$ cat src/rtl/mem_access_unit_if.sv
// mem_access_unit_if: pipeline request/response and data-memory bus of the load/store unit.
interface mem_access_unit_if;
    logic        memRead;
    logic        memWrite;
    logic [2:0]  funct3;
    logic [31:0] address;
    logic [31:0] storeData;
    logic [31:0] memReadData;
    logic        memReady;
    logic        memReq;
    logic        memWe;
    logic [31:0] memAddr;
    logic [31:0] memWriteData;
    logic [3:0]  memByteEnable;
    logic [31:0] loadData;
    logic        loadValid;
    logic        errorValid;
    logic [1:0]  errorCode;
    logic        stall;

    modport master (
        output memRead, memWrite, funct3, address, storeData, memReadData, memReady,
        input  memReq, memWe, memAddr, memWriteData, memByteEnable,
               loadData, loadValid, errorValid, errorCode, stall
    );

    modport slave (
        input  memRead, memWrite, funct3, address, storeData, memReadData, memReady,
        output memReq, memWe, memAddr, memWriteData, memByteEnable,
               loadData, loadValid, errorValid, errorCode, stall
    );
endinterface

$ cat src/rtl/mem_access_unit.sv
// mem_access_unit: memory-stage load/store unit; one word-aligned req/ready transaction per access,
// with lane steering, load extension, error/timeout reporting and pipeline stall.
module mem_access_unit #(
    parameter int TIMEOUT = 16
) (
    input logic clk,
    input logic rst,
    mem_access_unit_if.slave bus
);
    typedef enum logic [1:0] {IDLE, WAIT, DONE} state_t;

    localparam int CW = $clog2(TIMEOUT);
    localparam logic [CW-1:0] LAST = CW'(TIMEOUT - 1);

    state_t      st;
    logic [CW-1:0] cnt;
    logic [2:0]  f3_q;
    logic [1:0]  off_q;
    logic        load_q;
    logic        req, illegal, misalign;
    logic [3:0]  be;
    logic [31:0] wdata, lane, ext;

    assign req = bus.memRead | bus.memWrite;
    assign illegal = bus.memWrite ? !(bus.funct3 inside {3'b000, 3'b001, 3'b010})
                                  : !(bus.funct3 inside {3'b000, 3'b001, 3'b010, 3'b100, 3'b101});
    assign misalign = (bus.funct3[1:0] == 2'b01 && bus.address[0]) ||
                      (bus.funct3[1:0] == 2'b10 && bus.address[1:0] != 2'b00);
    assign be = bus.funct3[1:0] == 2'b00 ? 4'b0001 << bus.address[1:0] :
                bus.funct3[1:0] == 2'b01 ? (bus.address[1] ? 4'b1100 : 4'b0011) : 4'b1111;
    assign wdata = bus.funct3[1:0] == 2'b00 ? {4{bus.storeData[7:0]}} :
                   bus.funct3[1:0] == 2'b01 ? {2{bus.storeData[15:0]}} : bus.storeData;
    // Shift the addressed lane down to bit 0, then extend by access size
    assign lane = bus.memReadData >> {off_q, 3'b000};
    assign ext = f3_q[1:0] == 2'b00 ? {{24{~f3_q[2] & lane[7]}}, lane[7:0]} :
                 f3_q[1:0] == 2'b01 ? {{16{~f3_q[2] & lane[15]}}, lane[15:0]} : lane;
    assign bus.stall = (st == IDLE && req) || st == WAIT;

    always_ff @(posedge clk) begin
        if (rst) begin
            st                <= IDLE;
            cnt               <= '0;
            f3_q              <= '0;
            off_q             <= '0;
            load_q            <= 1'b0;
            bus.memReq        <= 1'b0;
            bus.memWe         <= 1'b0;
            bus.memAddr       <= '0;
            bus.memWriteData  <= '0;
            bus.memByteEnable <= '0;
            bus.loadData      <= '0;
            bus.loadValid     <= 1'b0;
            bus.errorValid    <= 1'b0;
            bus.errorCode     <= '0;
        end else begin
            bus.loadValid  <= 1'b0;
            bus.errorValid <= 1'b0;
            case (st)
                IDLE: if (req) begin
                    if (illegal || misalign) begin
                        bus.errorCode  <= illegal ? 2'd2 : 2'd1;
                        bus.errorValid <= 1'b1;
                        st             <= DONE;
                    end else begin
                        bus.memReq        <= 1'b1;
                        bus.memWe         <= bus.memWrite;
                        bus.memAddr       <= {bus.address[31:2], 2'b00};
                        bus.memByteEnable <= be;
                        bus.memWriteData  <= wdata;
                        f3_q              <= bus.funct3;
                        off_q             <= bus.address[1:0];
                        load_q            <= !bus.memWrite;
                        cnt               <= '0;
                        st                <= WAIT;
                    end
                end
                WAIT: if (bus.memReady) begin
                    bus.memReq <= 1'b0;
                    st         <= DONE;
                    if (load_q) begin
                        bus.loadData  <= ext;
                        bus.loadValid <= 1'b1;
                    end
                end else if (cnt == LAST) begin
                    bus.memReq     <= 1'b0;
                    bus.loadData   <= '0;
                    bus.errorValid <= 1'b1;
                    bus.errorCode  <= 2'd3;
                    st             <= DONE;
                end else begin
                    cnt <= cnt + 1'b1;
                end
                default: st <= IDLE;
            endcase
        end
    end
endmodule

$ cat src/flat_wrapper.sv
// flat-port wrapper written by rule: the top's interface ports become plain ports
module mem_access_unit_flat 
#(
    parameter int TIMEOUT = 16
)
  (clk, rst, bus_memRead, bus_memWrite, bus_funct3, bus_address, bus_storeData, bus_memReadData, bus_memReady, bus_memReq, bus_memWe, bus_memAddr, bus_memWriteData, bus_memByteEnable, bus_loadData, bus_loadValid, bus_errorValid, bus_errorCode, bus_stall);
  mem_access_unit_if bus_i ();
  input logic clk;
  input logic rst;
  input wire logic [$bits(bus_i.memRead)-1:0] bus_memRead;
  input wire logic [$bits(bus_i.memWrite)-1:0] bus_memWrite;
  input wire logic [$bits(bus_i.funct3)-1:0] bus_funct3;
  input wire logic [$bits(bus_i.address)-1:0] bus_address;
  input wire logic [$bits(bus_i.storeData)-1:0] bus_storeData;
  input wire logic [$bits(bus_i.memReadData)-1:0] bus_memReadData;
  input wire logic [$bits(bus_i.memReady)-1:0] bus_memReady;
  output wire logic [$bits(bus_i.memReq)-1:0] bus_memReq;
  output wire logic [$bits(bus_i.memWe)-1:0] bus_memWe;
  output wire logic [$bits(bus_i.memAddr)-1:0] bus_memAddr;
  output wire logic [$bits(bus_i.memWriteData)-1:0] bus_memWriteData;
  output wire logic [$bits(bus_i.memByteEnable)-1:0] bus_memByteEnable;
  output wire logic [$bits(bus_i.loadData)-1:0] bus_loadData;
  output wire logic [$bits(bus_i.loadValid)-1:0] bus_loadValid;
  output wire logic [$bits(bus_i.errorValid)-1:0] bus_errorValid;
  output wire logic [$bits(bus_i.errorCode)-1:0] bus_errorCode;
  output wire logic [$bits(bus_i.stall)-1:0] bus_stall;
  assign bus_i.memRead = bus_memRead;
  assign bus_i.memWrite = bus_memWrite;
  assign bus_i.funct3 = bus_funct3;
  assign bus_i.address = bus_address;
  assign bus_i.storeData = bus_storeData;
  assign bus_i.memReadData = bus_memReadData;
  assign bus_i.memReady = bus_memReady;
  assign bus_memReq = bus_i.memReq;
  assign bus_memWe = bus_i.memWe;
  assign bus_memAddr = bus_i.memAddr;
  assign bus_memWriteData = bus_i.memWriteData;
  assign bus_memByteEnable = bus_i.memByteEnable;
  assign bus_loadData = bus_i.loadData;
  assign bus_loadValid = bus_i.loadValid;
  assign bus_errorValid = bus_i.errorValid;
  assign bus_errorCode = bus_i.errorCode;
  assign bus_stall = bus_i.stall;
  mem_access_unit #(.TIMEOUT(TIMEOUT)) u_core (.clk(clk), .rst(rst), .bus(bus_i));
endmodule
$ cat config.mk
export PLATFORM = sky130hd
export DESIGN_NAME = mem_access_unit_flat
export DESIGN_NICKNAME = d
export VERILOG_FILES = /design/src/rtl/mem_access_unit_if.sv /design/src/rtl/mem_access_unit.sv /design/src/flat_wrapper.sv
export SDC_FILE = /design/constraint.sdc
export NUM_CORES = 1
export LEC_CHECK = 0
export ABC_AREA = 0
export BUFFER_PORTS_ARGS = -buffer_cell sky130_fd_sc_hd__buf_2
export CAP_MARGIN = 20
export CORE_ASPECT_RATIO = 0.9
export CORE_MARGIN = 4
export CORE_UTILIZATION = 43
export DETAILED_ROUTE_END_ITERATION = 10
export GPL_TIMING_DRIVEN = 0
export PLACE_DENSITY = 0.76
export SLEW_MARGIN = 20
export SYNTH_ARGS = -nofsm -noshare
export SYNTH_HDL_FRONTEND = slang
export SYNTH_SLANG_ARGS = --single-unit
$ cat constraint.sdc
create_clock -name clk -period 1.68 [get_ports clk]
set_input_delay 0.168 -clock clk [delete_from_list [all_inputs] [get_ports clk]]
set_output_delay 0.168 -clock clk [all_outputs]
set_load 0.02 [all_outputs]
## Word-level counts from Yosys, hierarchy flattened

Index checks and enable logic that the tools add are counted.

| word-level totals | value |
|---|---|
| input bits | 104 |
| register bits | 116 |

| cells by class | value |
|---|---|
| bitwise gates (word level) | 7 |
| eq/ne operators | 17 |
| $add $sub $neg | 1 |
| mux-type cells | 38 |
| reductions and logical operators | 25 |
| shift-type cells | 2 |

Operators with widths:

| kind | count |
|---|---|
| two-way mux 32 bit | 7 |
| >> shifter 32 x 5 -> 32 bit | 1 |
| two-way mux 4 bit | 7 |
| two-way mux 2 bit | 9 |
| two-way mux 1 bit | 10 |
| != test 2 bit (second input constant) | 5 |
| AND reduction 5 bit | 2 |
| case mux 2 bit (2 select lines) | 2 |
| case mux 4 bit (2 select lines) | 1 |
| == test 2 x 1 -> 1 bit (second input constant) | 3 |
| == test 3 bit (second input constant) | 2 |
| logical NOT 2 bit | 3 |
| AND reduction 3 bit | 2 |
| nonzero test 2 bit | 3 |
| nonzero test 5 bit | 1 |
| adder 4 x 1 -> 4 bit (second input constant) | 1 |
| == test 4 bit (second input constant) | 1 |
| != test 2 x 1 -> 1 bit (second input constant) | 2 |
| inverter 1 bit | 4 |
| case mux 1 bit (2 select lines) | 2 |
| AND reduction 4 bit | 1 |
| left shift 1 x 2 -> 4 bit (first input constant) | 1 |
| == test 3 x 1 -> 1 bit (second input constant) | 1 |
| == test 3 x 2 -> 1 bit (second input constant) | 1 |
| other kinds (11) | 18 |

## Longest topological paths before layout

Gate-level depths: netlist (run 1).

| logic depth | value |
|---|---|
| depth after elaboration | 8 |
| depth in mapped cells | 7 |
| gate-level depth less buffers | 5 |

## Worst setup path after synthesis (run 1)

No wires, ideal clock.

| timing | value |
|---|---|
| kind | flip-flop to flip-flop |
| start point | reg u_core.off_q[0] |
| end point | reg u_core.bus.loadData[21] (netlist name) |
| period minus slack after synthesis | 1.755 ns |
| buffers on the path | 2 |
| arrival time | 1.633 ns |
| cell stages (with the launch flop) | 7 |
| required time | 1.558 ns |
| setup slack | -0.075 ns |
| cells stage by stage | dfxtp_1 buf_4 mux4_2 nor2_1 a2111oi_4 buf_4 a221o_1 |

| on the way | value |
|---|---|
| cells in the longest elaborated chain, start to end | 6 |

RTL lines:

| item | RTL line | source |
|---|---|---|
| from (decl) | mem_access_unit.sv:18 | `logic [1:0] off_q;` |
| from (signal assigned) | mem_access_unit.sv:71 | `off_q <= bus.address[1:0];` |
| >> shifter 32 x 5 -> 32 bit (*) | mem_access_unit.sv:34 | `assign lane = bus.memReadData >> {off_q, 3'b000};` |
| AND 1 bit | mem_access_unit.sv:36 | `f3_q[1:0] == 2'b01 ? {{16{~f3_q[2] & lane[15]}}, lane[15:0]} : lane;` |
| two-way mux 32 bit | mem_access_unit.sv:36 |  |
| two-way mux 32 bit (*) | mem_access_unit.sv:35 | `assign ext = f3_q[1:0] == 2'b00 ? {{24{~f3_q[2] & lane[7]}}, lane[7:0]} :` |
| two-way mux 32 bit (*) | mem_access_unit.sv:80 | `if (load_q) begin` |
| two-way mux 32 bit (*) | mem_access_unit.sv:77 | `WAIT: if (bus.memReady) begin` |
| to (signal assigned) | mem_access_unit.sv:81 | `bus.loadData <= ext;` |
| to (decl) | mem_access_unit_if.sv:30 | `loadData, loadValid, errorValid, errorCode, stall` |

Mark *: on every way between the ends. The rest lies on a longest branch, timed or not. The select of a mux whose other input is x is not followed.
A chain may end at the register's enable or synchronous reset.

## Worst setup path after layout (run 1)

| timing | value |
|---|---|
| start point | reg u_core.off_q[0] |
| end point | reg u_core.bus.loadData[16] (netlist name) |

The elaborated chain is that of the path after synthesis.

==> insert_results.sql, run 1 <==
INSERT INTO impl_metrics (metric_group, metric, value, unit) VALUES
('sta', 'timing.final.max_slew_violations', '0', ''),
('sta', 'hold_violations', '0', ''),
('pwr', 'p_per_area', '1090', 'nW/um^2'),
('setup_path', 'cp.required', '1.98', 'ns'),
('route', 'num_vias', '5260', ''),
('cells_and_area', 'syn_to_final_growth', '45.4', '%'),
('grt', 'grt_pass1_vias', '5000', ''),
('sta', 'clock.fmax', '593', 'MHz'),
('cells_and_area', 'final_cell_utilization_of_the_core', '0.639', ''),
('yosys', 'mappedNetlistArea', '5000', 'um^2'),
('flow_run', 'cap_violations', '0', ''),
('sta', 'hold_ws', '0.0127', 'ns'),
('floorplan', 'ioPinCount', '211', ''),
('sta', 'fin_worst_skew', '0.0161', 'ns'),
('setup_path', 'r2r-end', 'u_core.bus.loadData[16]', ''),
('grt', 'globalRouteTotalUtil', '0.245', ''),
('clock_network', 'clockRootBuffer', 'clkbuf_16', ''),
('floorplan', 'std_cell_rows', '37', ''),
('outcome', 'run_status', 'complete, but fails checks', ''),
('pwr', 'vdd_ir_max', '924', 'uV'),
('yosys', 'seq_area_frac_synth', '0.464', ''),
('pwr', 'p_leak', '3.34', 'nW'),
('hold_path', 'min-delay-path-class', 'primary input to register', ''),
('route', 'drt_first_iter_violations', '373', ''),
('yosys', 'synth.mux.area_fraction', '0.0725', ''),
('floorplan', 'chipWidth', '122', 'um'),
('route', 'viasPerCell', '5.21', ''),
('route', 'drt_pre_antenna_iters', '5', ''),
('grt', 'grt-ovfl-total', '0', ''),
('setup_path', 'cp-start-kind', 'register', ''),
('clock_network', 'clock_tree.buffer_depth', '2', ''),
('place', 'port_buffers', '208', ''),
('sta', 'timing.final.crit_period', '1.69', 'ns'),
('sta', 'relSlewSlack', '0.574', ''),
('hold_path', 'holdCritStartpoint', 'bus_address[16]', ''),
('yosys', 'synth_warnings', '0', ''),
('floorplan', 'design.core.area', '11400', 'um^2'),
('clock_network', 'clk_latency', '0.41', 'ns'),
('grt', 'grt_start_max_net_pins', '17', ''),
('route', 'avgRoutedWirePerCell', '16.5', 'um'),
('yosys', 'yosysTopAreaCell', 'dfxtp_1', ''),
('place', 'post-place-ws', '-0.241', 'ns'),
('setup_path', 'critPathKind', 'register to register', ''),
('cells_and_area', 'drive_gt1_frac', '0.361', ''),
('yosys', 'synth_area_per_cell', '8.73', 'um^2'),
('place', 'gp_congestion', '0.904', ''),
('cells_and_area', 'multiInputGateArea', '2420', 'um^2'),
('grt', 'global_route_wire_length_before_repair', '25800', 'um'),
('cells_and_area', 'insertedDiodeCount', '0', ''),
('cells_and_area', 'fillerInstances', '977', ''),
('sta', 'period_share', '1.00', ''),
('clock_network', 'tritoncts', 'built', ''),
('setup_path', 'critical_path_arrival', '1.98', 'ns'),
('clock_network', 'clock_input_transition_at_the_sequential_cells_of_the_worst_setup_and_hold_paths', '0.06', 'ns'),
('cells_and_area', 'final_net_count', '945', ''),
('yosys', 'dominant_combinational_cell_family_by_area_after_synthesis', 'compound AO/OA/AOI/OAI gates', ''),
('yosys', 'postSynth.asyncResetShare', '0', ''),
('route', 'route.detailed.drc', '0', ''),
('sta', 'report.final.setup_viol', '1', ''),
('yosys', 'synthDominantCellAreaShare', '0.464', ''),
('yosys', 'synth_simple_gate_area_share', '0.174', ''),
('cells_and_area', 'layout.cells.non_filler', '1009', ''),
('grt', 'antenna_found_initial', '0', ''),
('sta', 'timing_worst_slew_pin_value', '0.640', 'ns'),
('place', 'place_hpwl', '11700', 'um'),
('sta', 'rsz0062_at_grt', 'true', ''),
('yosys', 'synth_area_in_compound_gates', '0.221', ''),
('sta', 'layout_setup_ws', '-0.00660', 'ns'),
('outcome', 'failed_checks', 'negative setup slack', ''),
('yosys', 'synthTopCellsByArea', 'dfxtp_1 46%, nand2_1 9.7%, a21oi_1 6.6%, mux2i_1 5.0%, a221o_1 3.2%', ''),
('floorplan', 'floorplan.die.height', '110', 'um');
==> flip-flops by register name, summed over array words and instances (netlist names), 2 cells and up <==
name and cells:
u_core.off_q 2, u_core.f3_q 3, u_core.st 2, u_core.bus.errorCode 2, u_core.bus.loadData 32, u_core.cnt 4
u_core.bus.memAddr 30, u_core.bus.memWriteData 32, u_core.bus.memByteEnable 4
==> logic make-up (layout without fill, tap and decap cells) <==
| kind of cell | Yosys count | in the layout |
|---|---|---|
| simple gates | 202 | 202 |
| mux | 34 | 34 |
| flops | 116 | 116 |
| buf+inv | 56 | 335 |
| fa+ha+maj | 1 | 1 |
| xor+xnor | 3 | 3 |
| compound gates | 160 | 160 |
| other cells | 1 | 2 |
==> report_power, final <==
group | leakage [nW] | total [mW] | internal, mW | switching, mW
clock network | 0.285 | 3.69 | 2.36 | 1.32
registers | 0.945 | 2.98 | 2.90 | 0.0789
logic | 2.11 | 1.24 | 0.500 | 0.744
total | 3.34 | 7.90 | 5.76 | 2.14
==> Yosys cell counts, types with 2 or more instances <==
library cell and instances:
a21oi_1 66, a22o_1 8, buf_2 12, a221o_1 16, and3_1 2, mux2i_1 25, a211o_1 7, mux2_2 8
dfxtp_1 116, buf_6 5, inv_1 6, clkbuf_1 19, nand2_1 129, a32oi_1 7, o21ai_0 25, buf_4 10
xor2_1 3, buf_1 4, a211oi_1 13, nor3_1 10, nor2b_1 9, a311oi_1 8, nand3_1 3, nor2_1 38
nor2b_4 2
==> routing by layer <==
layer,GRT usage,part of all wire
met1,0.319,0.44
met2,0.393,0.46
met3,0.0709,0.075
met4,0.0840,0.021
met5,0,0
==> layout by cell type (no fill, tap or decap), types with 6 or more instances in the layout <==
cell type and instances:
a211o_1 7, a211oi_1 13, a21oi_1 65, a221o_1 16
a22o_1 8, a311oi_1 8, a32oi_1 7, buf_2 218
buf_4 21, buf_6 6, clkbuf_1 16, clkbuf_16 17
dfxtp_1 113, dlygate4sd3_1 30, inv_1 6, mux2_2 8
mux2i_1 24, nand2_1 129, nor2_1 36, nor2b_1 9
nor3_1 10, o21ai_0 25
==> area by class of cell <==
cell class                      count  share of cell area
Multi-Input combinational cell    402               0.333
Sequential cell                   116               0.320
Timing Repair Buffer              252               0.199
Clock buffer                       19              0.0609
Buffer                             45              0.0354
Tap cell                          156              0.0268
Clock inverter                     13              0.0217
Inverter                            6             0.00309
==> repair_timing <==
item                       CTS  global route
hold endpoints to repair    29             1
setup endpoints to repair   33            84
gates cloned                 2             0
resized for setup            6            15
buffers inserted            10             2
pin swaps                    5             6
hold buffers                29             1
==> worst max path at each step <==
stage	startpoint	end	cells after the start
floorplan	u_core.off_q[0]	u_core.bus.loadData[21]	6
global placement	u_core.off_q[1]	u_core.bus.loadData[24]	7
detailed placement	u_core.off_q[0]	u_core.bus.loadData[23]	7
CTS	u_core.off_q[0]	u_core.bus.loadData[16]	6
global route	u_core.off_q[0]	u_core.bus.loadData[16]	5
finish	u_core.off_q[0]	u_core.bus.loadData[16]	5
==> stage by stage <==
| step | total power, mW | area, um^2 | setup TNS, ns |
|---|---|---|---|
| global placement | 4.17 | 6270 | -11.23 |
| global route | 8.21 | 7280 | -0.898 |
| CTS | 7.93 | 7240 | -0.158 |
| detailed placement | 4.18 | 6270 | -12.90 |
| finish | 7.90 | 7280 | -0.00660 |
| floorplan | 3.73 | 5030 | -0.194 |
==> worst max-delay path, stage by stage, from the launching register on <==
cell	delay [ns]
dfxtp_4	0.37
mux4_2	0.55
nor2_4	0.14
a2111oi_4	0.06
buf_4	0.19
a221o_1	0.27
Power figures use the tool's default switching activity.
==> inputs of run 2 (changes only) <==
--- a/config.mk
+++ b/config.mk
@@ -10,10 +10,11 @@
 export CAP_MARGIN = 20
 export CORE_ASPECT_RATIO = 0.9
 export CORE_MARGIN = 4
-export CORE_UTILIZATION = 43
+export CORE_UTILIZATION = 52
 export DETAILED_ROUTE_END_ITERATION = 10
 export GPL_TIMING_DRIVEN = 0
-export PLACE_DENSITY = 0.76
+export PLACE_DENSITY = 0.86
+export REMOVE_ABC_BUFFERS = 1
 export SLEW_MARGIN = 20
 export SYNTH_ARGS = -nofsm -noshare
 export SYNTH_HDL_FRONTEND = slang
==> constraint.sdc (replaced) <==
create_clock -name clk -period 2 [get_ports clk]
set_input_delay 0.2 -clock clk [delete_from_list [all_inputs] [get_ports clk]]
set_output_delay 0.2 -clock clk [all_outputs]
set_load 0.02 [all_outputs]
==> run 2 against run 1 <==
The run now ends clean. Core utilization is 15 points higher. Cell area is 0.88% higher. Sequential power is 15% lower. Critical path depth is 1 lower. Hold slack better by 0.019 ns. Sequential share of layout area is 0.30 points lower. Clock power is 16% lower. Count of clock-buffer cells in the layout is 3 higher. Register-to-register slack better by 0.06 ns. Via count is 4.2% higher. Critical endpoint is now u_core.bus.loadData[31]. Largest cell class unchanged. Largest power group unchanged. Highest routed layer unchanged.
==> insert_results.sql, run 2 (same netlist as run 1, synthesis figures left out) <==
INSERT INTO impl_metrics (metric_group, metric, value, unit) VALUES
('route', 'wl', '17700', 'um'),
('cells_and_area', 'final_net_count', '921', ''),
('setup_path', 'critPathKind', 'register to register', ''),
('route', 'routed.top_layer', 'met4', ''),
('sta', 'fin_worst_skew', '0.00979', 'ns'),
('setup_path', 'beginning_of_the_worst_register_to_register_path', 'u_core.st[1]', ''),
('clock_network', 'tritoncts.num_buffers', '17', ''),
('sta', 'clock.fmax', '513', 'MHz'),
('place', 'gp_congestion', '0.870', ''),
('clock_network', 'tritoncts', 'built', ''),
('setup_path', 'critical_path.max_stage_delay', '0.50', 'ns'),
('grt', 'grt_start_max_net_pins', '70', ''),
('clock_network', 'clock-sinks', '116', ''),
('setup_path', 'reg2reg_slack', '0.05', 'ns'),
('setup_path', 'critical_path_arrival', '2.38', 'ns'),
('sta', 'timing.final.max_slew_violations', '0', ''),
('pwr', 'p_leak', '3.32', 'nW'),
('flow_run', 'cap_violations', '0', ''),
('setup_path', 'cp-start-kind', 'register', ''),
('sta', 'hold_violations', '0', ''),
('sta', 'final.setup.tns', '0', 'ns'),
('cells_and_area', 'layout_common_cells', '207 x buf_2, 129 x nand2_1, 114 x dfxtp_1', ''),
('route', 'route.detailed.drc', '0', ''),
('grt', 'grt_pass1_vias', '5455', ''),
('route', 'drt_first_iter_violations', '528', ''),
('pwr', 'p_per_area', '912', 'nW/um^2'),
('hold_path', 'min-delay-path-class', 'primary input to register', ''),
('route', 'viasPerCell', '5.76', ''),
('cells_and_area', 'reg.largest.list', 'u_core.bus.loadData x32, u_core.bus.memWriteData x32, u_core.bus.memAddr x30', ''),
('clock_network', 'htree_levels', '4', ''),
('sta', 'relSlewSlack', '0.468', ''),
('sta', 'timing.final.crit_period', '1.95', 'ns'),
('floorplan', 'floorplan.die.height', '101', 'um'),
('route', 'wirelength_met1', '6540', 'um'),
('setup_path', 'rr_worst_depth', '4', ''),
('route', 'wl_met2', '8780', 'um'),
('sta', 'period_share', '0.974', ''),
('hold_path', 'whs_path_depth', '2', ''),
('grt', 'globalRouteTotalUtil', '0.298', ''),
('setup_path', 'cp_max_fo', '10', ''),
('place', 'place_hpwl', '10200', 'um'),
('clock_network', 'clock_input_transition_at_the_sequential_cells_of_the_worst_setup_and_hold_paths', '0.06', 'ns'),
('cells_and_area', 'fillerInstances', '563', ''),
('setup_path', 'endpoint_kind', 'register', ''),
('setup_path', 'r2r-end', 'u_core.bus.loadData[31]', ''),
('floorplan', 'std_cell_rows', '33', ''),
('route', 'drtAntennaViolNets', '0', ''),
('place', 'post_place_instance_area', '6060', 'um^2'),
('grt', 'global_route_wire_length_before_repair', '27400', 'um'),
('setup_path', 'critical_path.slowest_cell', 'and4b_4', ''),
('route', 'detailroute.wirelength.met3', '1900', 'um'),
('hold_path', 'holdPathEnd', 'u_core.bus.loadData[31]', ''),
('setup_path', 'cp.required', '2.43', 'ns'),
('outcome', 'run_status', 'complete, no violations', ''),
('sta', 'hold_ws', '0.0314', 'ns'),
('route', 'drt_pre_antenna_iters', '5', ''),
('pwr', 'vdd_ir_max', '642', 'uV'),
('clock_network', 'clk_latency', '0.50', 'ns'),
('place', 'port_buffers', '208', ''),
('floorplan', 'design.core.area', '9250', 'um^2'),
('grt', 'grt-ovfl-total', '0', ''),
('floorplan', 'start_util', '0.541', ''),
('floorplan', 'ioPinCount', '211', ''),
('hold_path', 'holdCritStartpoint', 'bus_memReadData[31]', ''),
('place', 'post-place-ws', '-1.23', 'ns'),
('cells_and_area', 'stdcell_area', '7340', 'um^2'),
('clock_network', 'clockRootBuffer', 'clkbuf_8', ''),
('route', 'avgRoutedWirePerCell', '18.7', 'um'),
('cells_and_area', 'syn_to_final_growth', '46.7', '%'),
('floorplan', 'chipWidth', '111', 'um'),
('grt', 'antenna_found_initial', '0', ''),
('route', 'num_vias', '5481', ''),
('sta', 'timing_worst_slew_pin_value', '0.799', 'ns'),
('setup_path', 'critical_path.n_buffers_inverters', '0', ''),
('sta', 'layout_setup_ws', '0.0516', 'ns'),
('setup_path', 'critical_path.top_delay_family', 'simple AND/OR/NAND/NOR gates', ''),
('clock_network', 'clock_tree.buffer_depth', '2', ''),
('cells_and_area', 'commonest_non_fill_non_tap_cell_in_the_layout', 'buf_2', ''),
('cells_and_area', 'final_cell_utilization_of_the_core', '0.794', ''),
('setup_path', 'crit_chain', 'and4b_4 -> and4bb_2 -> nor2b_4 -> a221o_1', ''),
('cells_and_area', 'drive_gt1_frac', '0.333', ''),
('cells_and_area', 'insertedDiodeCount', '0', ''),
('sta', 'report.final.setup_viol', '0', ''),
('floorplan', 'dieArea', '11300', 'um^2');
run 2: changes by cell type in the layout (fill, tap and decap cells not counted), moves of 4 or more:
cell | previous run | this run
buf_16 | 0 | 4
clkbuf_2 | 5 | 0
clkbuf_1 | 16 | 4
buf_6 | 6 | 1
buf_2 | 218 | 207
dlygate4sd3_1 | 30 | 52
buf_4 | 21 | 5
run 2: repair_timing:
action	CTS	global route
pin swaps	1	0
endpoints found under the hold margin	51	0
resized for setup	8	7
endpoints found under the setup margin	25	24
gates cloned	1	1
setup buffers	2	5
hold buffers	52	0
run 2: worst max-delay path by stage:
stage	startpoint	endpoint	slack (ns)	depth (start not counted)
2_1_floorplan	bus_memWrite	u_core.bus.memByteEnable[0]	-0.77	4
3_3_place_gp	bus_funct3[1]	u_core.bus.memAddr[26]	-2.66	5
3_5_place_dp	u_core.off_q[0]	u_core.bus.loadData[22]	-1.23	4
4_1_cts	u_core.st[1]	u_core.bus.loadData[31]	0.03	4
5_1_grt	u_core.st[1]	u_core.bus.loadData[31]	-0.02	4
6_report	u_core.st[1]	u_core.bus.loadData[31]	0.05	4
run 2: layout make-up:
| class | count | area, um^2 | share of cell area |
|---|---|---|---|
| clock buffer | 22 | 443 | 0.0603 |
| tap | 122 | 153 | 0.0208 |
| clock inverter | 10 | 155 | 0.0211 |
| timing repair buffer | 271 | 1760 | 0.239 |
| multi-input combinational | 404 | 2480 | 0.338 |
| sequential | 116 | 2330 | 0.317 |
| inverter | 6 | 22.5 | 0.00307 |
run 2: power breakdown:
group | switching (mW) | internal [mW] | total [mW]
registers | 0.0867 | 2.43 | 2.52
logic | 0.633 | 0.445 | 1.08
clock network | 1.05 | 2.05 | 3.10
total | 1.77 | 4.93 | 6.70
run 2: stage by stage:
stage,instances,power (mW)
floorplan,524,3.04
global placement,854,3.40
detailed placement,858,3.48
CTS,945,6.63
global route,951,6.91
finish,951,6.70
run 2: routing by layer:
layer | track usage | vias up
met4 | 0.113 | 0
li1 | - | 2517
met3 | 0.105 | 54
met2 | 0.538 | 341
met1 | 0.324 | 2569
met5 | 0 | -
